===== src/rtl/fsm_steer.sv =====
// Initiator-side steering companion for the five-state C1/N7/C2/G1/E0 FSM.
// Drives a2/i2 along the shortest path to a requested state and checks the FSM's outputs against a shadow copy.
module fsm_steer #(
  parameter int MAX_STEPS = 4,
  parameter int STEP_W    = 3
) (
  input  logic              clk,
  input  logic              rst,
  input  logic              req_valid,
  output logic              req_ready,
  input  logic [2:0]        req_target,
  output logic              i2,
  output logic              a2,
  input  logic              obs_o3,
  input  logic              obs_u8,
  input  logic              obs_U6,
  input  logic              obs_U9,
  output logic              done,
  output logic [1:0]        status,
  output logic [STEP_W-1:0] steps,
  output logic              err_mismatch
);

  typedef enum logic [2:0] {
    S_C1 = 3'd0,
    S_N7 = 3'd1,
    S_C2 = 3'd2,
    S_G1 = 3'd3,
    S_E0 = 3'd4
  } fsm_state_t;

  typedef enum logic [1:0] {
    CTL_IDLE   = 2'd0,
    CTL_STEER  = 2'd1,
    CTL_REPORT = 2'd2
  } ctl_state_t;

  typedef enum logic [1:0] {
    ST_OK       = 2'b00,
    ST_UNREACH  = 2'b01,
    ST_MISMATCH = 2'b10,
    ST_TIMEOUT  = 2'b11
  } status_t;

  localparam logic [1:0] IDLE_DRIVE = 2'b10;

  // Transition function of the steered FSM, indexed by {i2,a2}.
  function automatic fsm_state_t fsm_next(input fsm_state_t s, input logic in_i2, input logic in_a2);
    case (s)
      S_C1:    fsm_next = (!in_i2) ? S_N7 : (in_a2 ? S_C2 : S_C1);
      S_N7:    fsm_next = (in_i2 || !in_a2) ? S_C2 : S_G1;
      S_C2:    fsm_next = (in_i2 && !in_a2) ? S_G1 : S_E0;
      S_G1:    fsm_next = S_N7;
      S_E0:    fsm_next = S_E0;
      default: fsm_next = S_C1;
    endcase
  endfunction

  // Moore outputs {o3,u8,U6,U9} expected in each state.
  function automatic logic [3:0] fsm_enc(input fsm_state_t s);
    case (s)
      S_C1:    fsm_enc = 4'b1000;
      S_N7:    fsm_enc = 4'b0000;
      S_C2:    fsm_enc = 4'b1111;
      S_G1:    fsm_enc = 4'b0110;
      S_E0:    fsm_enc = 4'b0011;
      default: fsm_enc = 4'b0000;
    endcase
  endfunction

  // First {i2,a2} step of the shortest path from s toward target t.
  function automatic logic [1:0] path_drive(input fsm_state_t s, input logic [2:0] t);
    path_drive = IDLE_DRIVE;
    if (t != 3'(s)) begin
      case (s)
        S_C1: begin
          if (t == 3'(S_N7))
            path_drive = 2'b00;
          else if (t == 3'(S_C2) || t == 3'(S_G1) || t == 3'(S_E0))
            path_drive = 2'b11;
        end
        S_N7: begin
          if (t == 3'(S_C2) || t == 3'(S_E0))
            path_drive = 2'b00;
          else if (t == 3'(S_G1))
            path_drive = 2'b01;
        end
        S_C2: begin
          if (t == 3'(S_E0))
            path_drive = 2'b00;
        end
        default: path_drive = IDLE_DRIVE;
      endcase
    end
  endfunction

  ctl_state_t        ctl, ctl_next;
  fsm_state_t        sh, sh_next;
  logic [2:0]        tgt, tgt_next;
  logic [STEP_W-1:0] steps_next;
  status_t           status_q, status_next;
  logic [1:0]        drive_next;
  logic [3:0]        obs_vec;
  logic              obs_bad;
  logic              unreach;

  assign obs_vec   = {obs_o3, obs_u8, obs_U6, obs_U9};
  assign obs_bad   = (obs_vec != fsm_enc(sh));
  assign unreach   = (tgt > 3'(S_E0))
                  || (tgt == 3'(S_C1) && sh != S_C1)
                  || (sh == S_E0 && tgt != 3'(S_E0));
  assign req_ready = (ctl == CTL_IDLE);
  assign done      = (ctl == CTL_REPORT);
  assign status    = status_q;

  // NOTE: every signal written here gets a default first, so no path can leave it unassigned and infer a latch.
  always_comb begin
    ctl_next    = ctl;
    tgt_next    = tgt;
    steps_next  = steps;
    status_next = status_q;
    sh_next     = fsm_next(sh, i2, a2);

    case (ctl)
      CTL_IDLE: begin
        if (req_valid) begin
          ctl_next   = CTL_STEER;
          tgt_next   = req_target;
          steps_next = '0;
        end
      end
      CTL_STEER: begin
        if (obs_bad) begin
          ctl_next    = CTL_REPORT;
          status_next = ST_MISMATCH;
        end else if (tgt == 3'(sh)) begin
          ctl_next    = CTL_REPORT;
          status_next = ST_OK;
        end else if (unreach) begin
          ctl_next    = CTL_REPORT;
          status_next = ST_UNREACH;
        end else if (steps == STEP_W'(MAX_STEPS)) begin
          ctl_next    = CTL_REPORT;
          status_next = ST_TIMEOUT;
        end else begin
          steps_next  = steps + STEP_W'(1);
        end
      end
      CTL_REPORT: ctl_next = CTL_IDLE;
      default:    ctl_next = CTL_IDLE;
    endcase

    // The drive is computed against the state the FSM will hold after this edge.
    drive_next = (ctl_next == CTL_STEER) ? path_drive(sh_next, tgt_next) : IDLE_DRIVE;
  end

  // NOTE: sequential state uses non-blocking assignments so every register samples pre-edge values.
  always_ff @(posedge clk or posedge rst) begin
    if (rst) begin
      ctl          <= CTL_IDLE;
      sh           <= S_C1;
      tgt          <= '0;
      steps        <= '0;
      status_q     <= ST_OK;
      {i2, a2}     <= IDLE_DRIVE;
      err_mismatch <= 1'b0;
    end else begin
      ctl          <= ctl_next;
      sh           <= sh_next;
      tgt          <= tgt_next;
      steps        <= steps_next;
      status_q     <= status_next;
      {i2, a2}     <= drive_next;
      err_mismatch <= err_mismatch | obs_bad;
    end
  end

endmodule

===== config.mk =====
export PLATFORM = sky130hd
export DESIGN_NAME = fsm_steer
export DESIGN_NICKNAME = d
export VERILOG_FILES = /design/src/rtl/fsm_steer.sv
export SDC_FILE = /design/constraint.sdc
export NUM_CORES = 1
export LEC_CHECK = 0
export CORE_ASPECT_RATIO = 1.4
export CORE_MARGIN = 3
export CORE_UTILIZATION = 47
export DETAILED_ROUTE_END_ITERATION = 7
export PLACE_DENSITY = 0.8
export SYNTH_ARGS = -nofsm -noshare
export SYNTH_HDL_FRONTEND = slang
export SYNTH_SLANG_ARGS = --single-unit
export TNS_END_PERCENT = 5

===== constraint.sdc =====
create_clock -name clk -period 1.9 [get_ports clk]
set_input_delay 0.285 -clock clk [delete_from_list [all_inputs] [get_ports clk]]
set_output_delay 0.285 -clock clk [all_outputs]
set_load 0.03 [all_outputs]

==> flow_summary.ini, run 1 <==
[timing]
period_needed_ns = 1.86
setup_tns_ns = 0
fin_skew_ns = 0.00130
slew_headroom_pct = 58.3
fmaxAchievable_ghz = 0.537
finalSetupViolCount = 0
whs_ns = 0.351
finalHoldViolCount = 0
fin_crit_sh_pct = 98.1
tightest_slew_ns = 0.625
maxSlewViolCount = 0
rsz0062_at_grt = true

[synth]
synth_area_mm2 = 0.00121
synthCells = 134
synth_edf_count = 0
synth_cell_types = 52
synthTopCellsByArea = dfrtp_1, nand2b_1, mux2i_1
synth.avg_cell_area_um2 = 9.05
ys_seq_elements = 16
synth_seq_area_share_pct = 33.1
synth_top_area_share_pct = 31.0
ys_warn_count = 0
synthFlopType = dfrtp_1
syn-num-nets = 146
yosysTopAreaCell = dfrtp_1
synthArstFlopShare_pct = 100

[final_layout]
antennaDiodeCount = 0
drive_above_1_share_pct = 32.6
num-fill-cells = 185
synthToLayoutAreaGrowth_pct = 39.9
fin_nets = 188

[global_route]
grt_use_total_pct = 19.4
antenna_found_initial = 0
grt_max_degree = 17
grt_first_pass_wirelength_um = 4750
grt_pass1_vias = 1090
grt_overflow = 0

[flow_run]
maxCapViolCount = 0

[clocking]
clock_sinks = 16
path_clk_slew_ns = 0.10
cts_buffer_depth = 2
cts_buffers = 3
cts_root_buffer = clkbuf_4
cts_tree = yes
cts_max_level = 1
postCtsHoldBufs = 0
clock_latency_ns = 0.31

[critical_path]
worstPathArrival_ns = 2.06
cp.depth = 7
critPathMaxFanout = 7
crit_family = compound AO/OA/AOI/OAI gates
r2r_cells = 7
critPathMaxStageDelay_ns = 0.48
cp-end-kind = flip-flop
crit_slowest_cell = dfrtp_2
startpoint_type = flip-flop
r2r_start = sh[0]$_DFF_PP0_
crit_start = sh[0]$_DFF_PP0_
worstPathRequired_ns = 2.10
crit_chain = buf_6 -> nand2b_1 -> a21oi_1 -> o21ai_0 -> a21oi_4 -> and3_1 -> mux2_4
cp_num_buf_inv = 1
path_class = flip-flop to flip-flop

[min_path]
hold_class = input port to asynchronous set/reset pin

[drt]
vias_per_cell = 5.47
ant_nets = 0
drt_iter0_markers = 27
routedWlPerCell_um = 14.7
wl_um = 3080
drc = 0
dr.pass1.iters = 4
vias = 1143

[power_and_ir_drop]
pwr-share-seq_pct = 21.5
peakVddDrop_v = 0.000888
p_leak_nw = 0.735
p_clk_share_pct = 8.3
p_sw_mw = 1.29
p_int_mw = 1.62
swShare_pct = 44.4
p_comb_share_pct = 70.2
powerDensity_mw_per_mm2 = 1710

[outcome]
status = finished clean

[placement]
io_buffers = 19
place.gp.congestion = 0.893
dp_hpwl_um = 2250

[floorplanning]
io_pins = 20
die_area_mm2 = 0.00323
die_height_um = 66.1
die_x_um = 48.9
rows = 21
start_util_pct = 50.2
core_mm2 = 0.00242
[cells by family after synthesis]
group,Yosys count,synth area share [%]
compound gates,32,19.1
simple gates,53,25.2
xor+xnor,3,2.17
fa+ha+maj,3,2.89
flops,16,33.1
mux,12,11.5
buf+inv,15,6.09
[cell type report]
class	count	area [µm²]	share of cell area, %
Tap cell	34	42.5	2.51
Inverter	8	30.0	1.77
Clock buffer	4	36.3	2.14
Multi-Input combinational cell	103	806	47.5
Timing Repair Buffer	44	377	22.2
Sequential cell	16	405	23.9
[routing by layer]
layer	global-route usage, %	share of wire (%)	vias up
met5	0	0	-
met4	11.7	2.4	0
met3	2.93	2.8	6
met2	36.2	55	26
met1	20.4	40	551
li1	-	-	560
[repair_timing]
item / 4_1_cts / 5_1_grt
resized for setup: 4 / 15
setup buffers: 0 / 10
endpoints found under the setup margin: 6 / 7
pin swaps: 0 / 3
[path summary, 6_finish.rpt]
path / slack [ns] / to
max: 0.04 / steps[0]$_DFFE_PP0P_
max in group asynchronous: 1.11 / sh[0]$_DFF_PP0_
min reg2reg: 0.48 / err_mismatch$_DFF_PP0_
min in group clk: 0.48 / err_mismatch$_DFF_PP0_
min: 0.35 / status[1]$_DFFE_PP0P_
max reg2reg: 0.04 / steps[0]$_DFFE_PP0P_
[placed cells by master, fill, tap and decap left out, types with 2 or more instances in the layout]
cell type        Yosys  layout
buf_4                2      23
clkdlybuf4s50_1      0      17
dfrtp_1             15      12
nand2_1             10       9
nor2_1               9       9
nand2b_1            10       8
nor2b_1              7       7
inv_1                7       7
mux2i_1              6       6
o21ai_0              5       5
a21oi_1              5       4
mux2_2               5       4
a31oi_1              3       3
nand2_2              2       3
clkbuf_4             0       3
dfrtp_2              0       3
nand2b_4             0       2
nor3b_1              2       2
o21bai_1             2       2
nor3_1               2       2
a22oi_1              3       2
xnor2_1              3       2
ha_1                 2       2
dlygate4sd2_1        0       2
[synthesized netlist by cell type (2+ instances only)]
cell type / count
buf_4: 2
nand2b_1: 10
nor2_1: 9
ha_1: 2
dfrtp_1: 15
nor3b_1: 2
inv_1: 7
a21oi_1: 5
nand2_1: 10
o21ai_0: 5
mux2i_1: 6
nand2_2: 2
nor2b_1: 7
o21bai_1: 2
xnor2_1: 3
a31oi_1: 3
buf_2: 2
nor3_1: 2
a22oi_1: 3
mux2_2: 5
[state kept, by name (all words and copies together), names as in the netlist]
name,cells
tgt,3
a2,1
i2,1
err_mismatch,1
sh,3
steps,3
status,2
ctl,2
[stage by stage]
| stage | instance area, µm² | utilization, % | setup slack (ns) | std cells | total power [mW] |
|---|---|---|---|---|---|
| floorplan | 1210 | - | 0.105 | 134 | 1.79 |
| global placement | 1510 | 62.6 | -0.212 | 195 | 2.28 |
| detailed placement | 1510 | 62.6 | -0.246 | 195 | 2.36 |
| CTS | 1560 | 64.5 | 0.0233 | 199 | 2.62 |
| global route | 1700 | 70.2 | -0.0548 | 209 | 3.10 |
| finish | 1700 | 70.2 | 0.0363 | 209 | 2.91 |
[power by group through the flow]
| stage | clock (mW) | sequential (mW) | combinational [mW] |
|---|---|---|---|
| 2_1_floorplan | 0 | 0.619 | 1.18 |
| 4_1_cts | 0.241 | 0.615 | 1.76 |
| 3_5_place_dp | 0 | 0.621 | 1.74 |
| 3_3_place_gp | 0 | 0.619 | 1.66 |
| 5_1_grt | 0.262 | 0.646 | 2.19 |
| 6_report | 0.242 | 0.624 | 2.04 |
Power figures use the tool's default switching activity.
==> run 2, diff against run 1 <==
--- a/config.mk
+++ b/config.mk
@@ -5,6 +5,7 @@
 export SDC_FILE = /design/constraint.sdc
 export NUM_CORES = 1
 export LEC_CHECK = 0
+export CAP_MARGIN = 10
 export CORE_ASPECT_RATIO = 1.4
 export CORE_MARGIN = 3
 export CORE_UTILIZATION = 47
==> results of run 2 <==
Final layout, timing and power as in run 1 (identical DEF).
==> run 3, diff against run 2 <==
--- a/config.mk
+++ b/config.mk
@@ -9,6 +9,7 @@
 export CORE_ASPECT_RATIO = 1.4
 export CORE_MARGIN = 3
 export CORE_UTILIZATION = 47
+export CTS_CLUSTER_DIAMETER = 100
 export DETAILED_ROUTE_END_ITERATION = 7
 export PLACE_DENSITY = 0.8
 export SYNTH_ARGS = -nofsm -noshare
==> results of run 3 <==
Final layout, timing and power as in run 1 (identical DEF).
